File: config.mk
export PLATFORM = sky130hd
export DESIGN_NAME = event_byte_serializer
export DESIGN_NICKNAME = d
export VERILOG_FILES = /design/src/rtl/event_byte_serializer_pkg.sv /design/src/rtl/event_byte_serializer_fifo.sv /design/src/rtl/event_byte_serializer.sv
export SDC_FILE = /design/constraint.sdc
export NUM_CORES = 1
export LEC_CHECK = 0
export CORE_MARGIN = 3
export CORE_UTILIZATION = 60
export CTS_CLUSTER_SIZE = 14
export DETAILED_ROUTE_END_ITERATION = 6
export PLACE_DENSITY = 0.84
export SYNTH_ARGS = -nofsm -noshare
export SYNTH_HDL_FRONTEND = slang
export SYNTH_SLANG_ARGS = --single-unit
File: constraint.sdc
create_clock -name clk -period 4.29 [get_ports clk]
set_clock_uncertainty 0.15 [all_clocks]
set_input_delay 1.0725 -clock clk [delete_from_list [all_inputs] [get_ports clk]]
set_output_delay 1.0725 -clock clk [all_outputs]
set_load 0.1 [all_outputs]
File: src/rtl/event_byte_serializer_pkg.sv
// Shared types and sizing helpers for the event byte serializer.
// Also imported by the upstream event filter and its benches.
package event_byte_serializer_pkg;

  localparam int COORD_W_DEF = 4;
  localparam int TS_W_DEF    = 6;
  localparam int DEPTH_DEF   = 4;

  typedef enum logic {
    ST_IDLE = 1'b0,
    ST_SEND = 1'b1
  } state_e;

  function automatic int evt_w(input int cw, input int tw);
    return 2 * cw + tw + 1;
  endfunction

  function automatic int nbytes(input int ew);
    return (ew + 7) / 8;
  endfunction

endpackage

File: src/rtl/event_byte_serializer_fifo.sv
// Registered event FIFO; an entry written this cycle is not
// visible at rdata_o until the next cycle.
module event_byte_serializer_fifo #(
  parameter int W     = 15,
  parameter int DEPTH = 4,
  parameter int AW    = $clog2(DEPTH),
  parameter int LW    = AW + 1
) (
  input  logic          clk,
  input  logic          rst_n,
  input  logic          push_i,
  input  logic [W-1:0]  wdata_i,
  input  logic          pop_i,
  output logic [W-1:0]  rdata_o,
  output logic          full_o,
  output logic          empty_o,
  output logic [LW-1:0] level_o
);

  logic [W-1:0]  mem_q [DEPTH];
  logic [AW-1:0] wr_ptr_q, wr_ptr_d;
  logic [AW-1:0] rd_ptr_q, rd_ptr_d;
  logic [LW-1:0] cnt_q, cnt_d;
  logic          do_push;
  logic          do_pop;

  assign full_o  = (cnt_q == LW'(DEPTH));
  assign empty_o = (cnt_q == '0);
  assign level_o = cnt_q;
  assign rdata_o = mem_q[rd_ptr_q];

  assign do_push = push_i && !full_o;
  assign do_pop  = pop_i && !empty_o;

  always_comb begin
    wr_ptr_d = wr_ptr_q;
    rd_ptr_d = rd_ptr_q;
    cnt_d    = cnt_q;
    if (do_push) wr_ptr_d = wr_ptr_q + AW'(1);
    if (do_pop)  rd_ptr_d = rd_ptr_q + AW'(1);
    unique case ({do_push, do_pop})
      2'b10:   cnt_d = cnt_q + LW'(1);
      2'b01:   cnt_d = cnt_q - LW'(1);
      default: cnt_d = cnt_q;
    endcase
  end

  always_ff @(posedge clk) begin
    if (!rst_n) begin
      wr_ptr_q <= '0;
      rd_ptr_q <= '0;
      cnt_q    <= '0;
    end else begin
      wr_ptr_q <= wr_ptr_d;
      rd_ptr_q <= rd_ptr_d;
      cnt_q    <= cnt_d;
    end
  end

  always_ff @(posedge clk) begin
    if (do_push) mem_q[wr_ptr_q] <= wdata_i;
  end

endmodule

File: src/rtl/event_byte_serializer.sv
// Buffers (x,y,t,p) events and streams them MSB-first as bytes
// over a valid/ready port; counts events dropped on overflow.
module event_byte_serializer
  import event_byte_serializer_pkg::*;
#(
  parameter int COORD_W = COORD_W_DEF,
  parameter int TS_W    = TS_W_DEF,
  parameter int DEPTH   = DEPTH_DEF,
  parameter int LVL_W   = $clog2(DEPTH) + 1
) (
  input  logic               clk,
  input  logic               rst_n,
  input  logic               in_valid,
  input  logic [COORD_W-1:0] in_x,
  input  logic [COORD_W-1:0] in_y,
  input  logic [TS_W-1:0]    in_t,
  input  logic               in_p,
  output logic [7:0]         out_data,
  output logic               out_valid,
  input  logic               out_ready,
  output logic               out_last,
  input  logic               clr_drop,
  output logic [7:0]         drop_count,
  output logic [LVL_W-1:0]   fifo_level
);

  localparam int EVT_W = evt_w(COORD_W, TS_W);
  localparam int NB    = nbytes(EVT_W);
  localparam int SR_W  = NB * 8;
  localparam int IDX_W = (NB > 1) ? $clog2(NB) : 1;
  localparam logic [IDX_W-1:0] LAST_IDX = IDX_W'(NB - 1);

  logic [EVT_W-1:0] evt_in;
  logic [EVT_W-1:0] fifo_rdata;
  logic             fifo_full;
  logic             fifo_empty;
  logic             push;
  logic             pop;
  logic             drop;
  logic [SR_W-1:0]  rd_word;
  logic [SR_W-1:0]  sh_next;

  state_e           state_q, state_d;
  logic [SR_W-1:0]  shreg_q, shreg_d;
  logic [IDX_W-1:0] idx_q, idx_d;
  logic [7:0]       od_q, od_d;
  logic             ov_q, ov_d;
  logic             ol_q, ol_d;
  logic [7:0]       drop_q, drop_d;
  logic             load;

  assign evt_in = {in_p, in_x, in_y, in_t};
  assign push   = in_valid && !fifo_full;
  assign drop   = in_valid && fifo_full;

  event_byte_serializer_fifo #(
    .W     (EVT_W),
    .DEPTH (DEPTH)
  ) u_fifo (
    .clk     (clk),
    .rst_n   (rst_n),
    .push_i  (push),
    .wdata_i (evt_in),
    .pop_i   (pop),
    .rdata_o (fifo_rdata),
    .full_o  (fifo_full),
    .empty_o (fifo_empty),
    .level_o (fifo_level)
  );

  always_comb begin
    rd_word = '0;
    rd_word[EVT_W-1:0] = fifo_rdata;
    sh_next = shreg_q << 8;
  end

  // A load happens from IDLE or straight after the last byte
  // handshake, so consecutive events go out with no bubble.
  always_comb begin
    state_d = state_q;
    shreg_d = shreg_q;
    idx_d   = idx_q;
    od_d    = od_q;
    ov_d    = ov_q;
    ol_d    = ol_q;
    load    = 1'b0;
    pop     = 1'b0;
    unique case (state_q)
      ST_IDLE: begin
        if (!fifo_empty) load = 1'b1;
      end
      ST_SEND: begin
        if (ov_q && out_ready) begin
          if (!ol_q) begin
            idx_d   = idx_q + IDX_W'(1);
            shreg_d = sh_next;
            od_d    = sh_next[SR_W-1 -: 8];
            ol_d    = (idx_d == LAST_IDX);
          end else if (!fifo_empty) begin
            load = 1'b1;
          end else begin
            state_d = ST_IDLE;
            ov_d    = 1'b0;
            ol_d    = 1'b0;
          end
        end
      end
      default: state_d = ST_IDLE;
    endcase
    if (load) begin
      pop     = 1'b1;
      state_d = ST_SEND;
      shreg_d = rd_word;
      idx_d   = '0;
      ov_d    = 1'b1;
      od_d    = rd_word[SR_W-1 -: 8];
      ol_d    = (NB == 1);
    end
  end

  always_comb begin
    drop_d = drop_q;
    if (clr_drop) begin
      drop_d = {7'd0, drop};
    end else if (drop && drop_q != 8'hFF) begin
      drop_d = drop_q + 8'd1;
    end
  end

  always_ff @(posedge clk) begin
    if (!rst_n) begin
      state_q <= ST_IDLE;
      shreg_q <= '0;
      idx_q   <= '0;
      od_q    <= '0;
      ov_q    <= 1'b0;
      ol_q    <= 1'b0;
      drop_q  <= '0;
    end else begin
      state_q <= state_d;
      shreg_q <= shreg_d;
      idx_q   <= idx_d;
      od_q    <= od_d;
      ov_q    <= ov_d;
      ol_q    <= ol_d;
      drop_q  <= drop_d;
    end
  end

  assign out_data   = od_q;
  assign out_valid  = ov_q;
  assign out_last   = ol_q;
  assign drop_count = drop_q;

endmodule

-- Word level (Yosys, flattened, before mapping)
Memory sizes are Yosys's and may differ from the RTL's. A register that Yosys moved wholly into a read port is not among the register bits.
Cells that the tools add are included.
- register bits after elaboration: 35
- RAM bits: 60
- input bits: 20
- output and inout port bits: 21
- logic and storage cells: 78
- memories kept: 1
- $add $sub $neg: 6
- equal/unequal tests: 5
- mux-type cells: 30
- bitwise operators: 3
- reductions and logical operators: 21
- memory list (memory ; depth ; bits a word ; read ports ; clocked after memory_dff ; write ports ; line ; RTL):
    u_fifo.mem_q ; 4 ; 15 ; 1 ; 1 ; 1 ; event_byte_serializer_fifo.sv:20 ; logic [W-1:0] mem_q [DEPTH];
- operator list (kind ; count):
    $mux W8 ; 4
    $mux W7 ; 4
    $mux W1 ; 18
    $reduce_bool A2 Y1 ; 6
    $add A8 B1 Y8 const B ; 1
    $ne A8 B8 Y1 const B ; 1
    $logic_and A1 B1 Y1 ; 6
    $pmux W3 S2 ; 1
    $reduce_and A3 Y1 ; 2
    $add A2 B1 Y2 const B ; 2
    $mux W2 ; 2
    $reduce_and A4 Y1 ; 1
    $reduce_or A2 Y1 ; 2
    $add A3 B1 Y3 const B ; 1
    $eq A3 B3 Y1 const B ; 1
    $logic_not A3 Y1 ; 1
    $not A1 Y1 ; 3
    $sub A3 B1 Y3 const B ; 1
    $eq A2 B1 Y1 const B ; 1
    $eq A2 B2 Y1 const B ; 1
    $logic_not A1 Y1 ; 2
    $ne A2 B1 Y1 const B ; 1
    $pmux W1 S2 ; 1
    $reduce_and A2 Y1 ; 1
    $add A1 B1 Y1 const B ; 1

-- Logic depth before layout (Yosys ltp)
- depth in word-level cells: 9
- mapped depth: 9
- gate-level depth less buffers: 9

-- Modules after synthesis
Synthesis repeated with hierarchy kept, for this count alone.
- cell total of the unflattened synthesis: 271
- area total of the unflattened synthesis: 3920.0 um2
- by module, submodules not included (module ; instances ; cells an instance ; area each (um2) ; seq. area each (um2)):
    event_byte_serializer_fifo ; 1 ; 132 ; 2670.1 ; 1981.9
    event_byte_serializer ; 1 ; 139 ; 1249.9 ; 560.5

-- Least setup slack after synthesis
OpenSTA, ideal clock, no wires.
- path kind: flip-flop to flip-flop
- start point: reg u_fifo.cnt_q[0] (netlist: u_fifo.level_o[0])
- end point: reg u_fifo.cnt_q[2] (netlist: u_fifo.level_o[2])
- library setup time: 76 ps
- arrival: 2721 ps
- setup slack: 1344 ps
- stages on the path, launching flop included: 10
- period minus slack after synthesis: 2946 ps
- cells stage by stage: dfxtp_1 -> nor3_2 -> a21o_1 -> inv_2 -> ha_1 -> inv_1 -> fa_1 -> xor2_1 -> or3_1 -> a21boi_0
- cells in the longest elaborated chain, start to end: 9
- RTL lines (item ; line ; RTL):
    start: declaration ; event_byte_serializer_fifo.sv:23 ; logic [LW-1:0] cnt_q, cnt_d;
    start signal: assignment ; event_byte_serializer_fifo.sv:56 ; cnt_q <= cnt_d;
    $logic_not A3 Y1 ; event_byte_serializer_fifo.sv:28 ; assign empty_o = (cnt_q == '0);
    $mux W1 ; event_byte_serializer.sv:90, event_byte_serializer.sv:99 ;
    $mux W1 ; event_byte_serializer.sv:94 ; if (!ol_q) begin
    $mux W1 ; event_byte_serializer.sv:93 ; if (ov_q && out_ready) begin
    $pmux W1 S2 ; event_byte_serializer.sv:88 ; unique case (state_q)
    $mux W1 ; event_byte_serializer.sv:110 ; if (load) begin
    $logic_and A1 B1 Y1 ; event_byte_serializer_fifo.sv:33 ; assign do_pop = pop_i && !empty_o;
    $eq A2 B1 Y1 / $eq A2 B2 Y1 (equally long branches) ; event_byte_serializer_fifo.sv:41 ; unique case ({do_push, do_pop})
    $pmux W3 S2 / $reduce_bool A2 Y1 (equally long branches) ; n/a ;
Parallel ways exist; a longest one is shown, timed or not.
A chain may end at the register's enable or synchronous reset.

-- Worst setup path in the final report
- start point: in out_ready
- end point: reg u_fifo.cnt_q[2] (netlist: u_fifo.level_o[2])
- cells in the longest elaborated chain, start to end: 7
- RTL lines (item ; line ; RTL):
    start: declaration ; event_byte_serializer.sv:20 ; input logic out_ready,
    $logic_and A1 B1 Y1 (*) ; event_byte_serializer.sv:93 ;
    $mux W1 (*) ; event_byte_serializer.sv:93 ;
    $pmux W1 S2 (*) ; event_byte_serializer.sv:88 ;
    $mux W1 (*) ; event_byte_serializer.sv:110 ;
    $logic_and A1 B1 Y1 (*) ; event_byte_serializer_fifo.sv:33 ;
    $eq A2 B1 Y1 / $eq A2 B2 Y1 (equally long branches) ; event_byte_serializer_fifo.sv:41 ;
    $pmux W3 S2 / $reduce_bool A2 Y1 (equally long branches) ; n/a ;
Mark *: on every way between the ends. The rest lies on a longest branch, timed or not.

==> results_dict.tcl <==
set metrics [dict create \
    setup_viol 0 \
    predominant_post_synthesis_flop_cell "edfxtp_1" \
    post-synth-top-area-fraction 0.476 \
    slowest_delay_ns 0.53 \
    minimum_setup_slack_after_placement_ns 0.524 \
    synth-seq-area-share 0.671 \
    critPathRequiredTime_ns 4.44 \
    post_route_cells_drive_above_1_share 0.130 \
    origin_of_the_worst_min_delay_path "shreg_q[5]" \
    synth.distinct_cells 44 \
    ranking_of_synthesized_cells_by_area "edfxtp_1, dfxtp_1, mux4_2" \
    drt-initial-drc-count 114 \
    cts.repair.resized 0 \
    tritoncts "built" \
    floorplan.rows 28 \
    n_antenna_cell 0 \
    grt_setup_unrepaired "false" \
    switchingPower_uw 1070 \
    detail_route.drc_violations 0 \
    max_freq_mhz 296 \
    number_of_nets_in_the_final_layout 315 \
    ctsHoldBuffers 0 \
    clkSlewWorstSetupHoldPaths_ns 0.10 \
    ir_worst_vdd_mv 0.578 \
    tmin_final_ns 3.38 \
    setup-tns-final_ns 0 \
    combinationalPowerShare 0.344 \
    critical_path.top_delay_family "buffers and inverters" \
    post-cts-setup-buffer-count 0 \
    yosysWarningCount 0 \
    min_path_type "register to register" \
    cell_internal_pwr_uw 1730 \
    run_status "finished clean" \
    power.density_cell_area_nw_per_um2 633 \
    critical_path.cell_chain "clkdlybuf4s50_1, nand3_1, a21o_1, inv_2, ha_1, inv_1, fa_1, xor2_1, or3_1, a21boi_0" \
    floorplan.die_area_sq_um 7300 \
    fillCellCount 389 \
    critPathLaunchType "input port" \
    seqPwrFrac 0.462 \
    globalRouteOverflowTotal 0 \
    drt-wirelength-per-cell_um 17.3 \
    min_delay_path_depth 1 \
    dr_total_vias 2153 \
    synth_area_per_cell_sq_um 15.4 \
    final.setup.worst_slack_ns 0.914 \
    floorplan.die.height_um 85.5 \
    critical_path.startpoint "out_ready" \
    synthesis.nets 273 \
    crit_end_element "register" \
    synth_enable_flop_cells 60 \
    worst_slew_pin_slew_ns 0.995 \
    worstPathArrival_ns 3.52 \
    critPathSlowestCell "clkdlybuf4s50_1" \
    postSynth.asyncResetShare 0 \
    wirelength_um 6360 \
    synthDominantAreaCellType "edfxtp_1" \
    area_delta_synth_final_pct 16.5 \
    dpl.hpwl_um 4270 \
    leakage_uw 0.00150 \
    clockPowerShare 0.194 \
    post_synth_inst_count 246 \
    final_hold_violation_count 0 \
    drv_slew 0 \
    critical_path.max_fanout 11 \
    floorplan.die.width_um 85.5 \
    route.antenna.remaining_nets 0 \
    cts.sinks 97 \
    cts_h_tree_lvls 3 \
    ctsRootBufferMaster "clkbuf_8" \
    syn_area_sq_um 3790 \
    core-area_sq_um 6030 \
    initial_utilization 0.629 \
    cp_num_cells 10 \
    wire_length_of_the_first_global_routing_pass_um 10300 \
    track_usage 0.187 \
    cp.buffers_inverters 3 \
    cap_violations 0 \
    cts.path.max_buffers 2 \
    finalWeightedCongestion 0.826 \
    io_pins 41 \
    clock_insertion_delay_worst_skew_ns 0.36 \
    grt_max_degree 23 \
    antenna_found_initial 0 \
    port_buffers 40 \
    final.period_utilization 0.787 \
    startpoint_of_the_lowest_slack_register_to_register_path "u_fifo.level_o[2]" \
    detail_route.vias_per_cell 5.85 \
    r2r.worst_path.cells 9 \
    grt_pass1_vias 2106 \
    synth-seq-cells 97 \
    net_switching_fraction_of_the_power 0.382 \
    number_of_buffers_inserted_during_clock_tree_synthesis 9 \
    path_class "input port to register" \
    drt_pre_antenna_iters 4 \
    relSlewSlack 0.336 \
]
## routing by layer
layer,wire length (um),vias to the layer above,track usage
met1,2890,1049,0.247
met4,114,0,0.0863
met5,0,-,0
li1,-,1026,-
met2,2990,66,0.297
met3,357,12,0.0427
## worst reg2reg max path, cell delays in order (launching register included)
cell and delay (ns):
dfxtp_1 0.48, nor3_2 0.11, a21o_1 0.30, inv_2 0.21, ha_1 0.21, inv_1 0.06, fa_1 0.37, xor2_1 0.18
or3_1 0.30, a21boi_0 0.15
## Yosys cell counts (2+ instances only)
cell      instances
a32o_1            8
nor2_1           14
buf_4             2
xor2_1            6
or3_1             3
ha_1              6
edfxtp_1         60
clkbuf_1          3
nor2b_1           2
o211ai_1          2
a21boi_0          3
xnor2_1           3
inv_1             9
buf_6             2
o22ai_1           7
and2_1           10
o21ai_0          12
nand3_1           2
o21ai_1           3
nand2_1           5
buf_2             3
mux4_2           15
o21a_1            2
mux2i_1           3
a21oi_1           3
and3_1            3
dfxtp_1          37
nand4_1           2
## power by group through the flow
stage / Combinational [uW] / Sequential, uW / Clock (uW)
after CTS: 970 / 1290 / 559
after detailed placement: 966 / 1310 / 0
after global routing: 1030 / 1310 / 592
final: 961 / 1290 / 541
after global placement: 937 / 1300 / 0
after floorplan: 508 / 1550 / 0
## cell type report
| type | instances | area [sq um] | share of cell area |
|---|---|---|---|
| clock inverter | 7 | 61.3 | 0.0139 |
| clock buffer | 9 | 124 | 0.0281 |
| inverter | 10 | 37.5 | 0.00851 |
| timing repair buffer | 41 | 408 | 0.0925 |
| tap | 75 | 93.8 | 0.0213 |
| sequential | 97 | 2540 | 0.576 |
| multi-input combinational | 129 | 1140 | 0.259 |
## flip-flops by register name, summed over array words and instances (netlist names), named ones only
signal,flops
u_fifo.mem_q,60
u_fifo.rd_ptr_q,2
idx_q,1
out_data,8
drop_count,8
out_valid,1
u_fifo.wr_ptr_q,2
shreg_q,8
u_fifo.level_o,3
out_last,1
state_q,1
## layout by cell type, fill, tap and decap left out, types with 2 or more instances in the layout
cell / synthesis / final
edfxtp_1: 60 / 60
clkdlybuf4s50_1: 0 / 40
dfxtp_1: 37 / 37
mux4_2: 15 / 15
nor2_1: 14 / 14
o21ai_0: 12 / 12
and2_1: 10 / 10
inv_1: 9 / 9
clkbuf_8: 0 / 9
a32o_1: 8 / 8
o22ai_1: 7 / 7
xor2_1: 6 / 6
ha_1: 6 / 6
nand2_1: 5 / 5
and3_1: 3 / 3
o21ai_1: 3 / 3
or3_1: 3 / 3
a21oi_1: 3 / 3
a21boi_0: 3 / 3
mux2i_1: 3 / 3
xnor2_1: 3 / 3
inv_6: 0 / 3
nand3_1: 2 / 2
nor2b_1: 2 / 2
o21a_1: 2 / 2
nand4_1: 2 / 2
o211ai_1: 2 / 2
clkinvlp_4: 0 / 2
## per-stage QoR
step	cells	total power (uW)	hold slack (ns)	instance area (sq um)	utilization
after floorplan	246	2060	0.287	3790	-
after global placement	352	2240	0.293	4230	0.701
after detailed placement	352	2280	0.299	4230	0.701
after CTS	368	2820	0.321	4410	0.732
after global routing	368	2940	0.347	4410	0.732
final	368	2790	0.319	4410	0.732
## kinds of logic (layout without fill, tap and decap cells)
family / after synthesis / after routing / synth area share
simple gates: 48 / 48 / 0.0714
mux: 18 / 18 / 0.0971
buf+inv: 20 / 67 / 0.0268
xor+xnor: 9 / 9 / 0.0208
compound gates: 47 / 47 / 0.0875
fa+ha+maj: 7 / 7 / 0.0251
flops: 97 / 97 / 0.671
## final timing paths
kind / to / slack [ns]
min reg2reg: shreg_q[5] / 0.32
max: u_fifo.level_o[2] / 0.91
min: shreg_q[5] / 0.32
max reg2reg: u_fifo.level_o[2] / 1.70
Note: power is estimated with default switching activity, not from simulation.
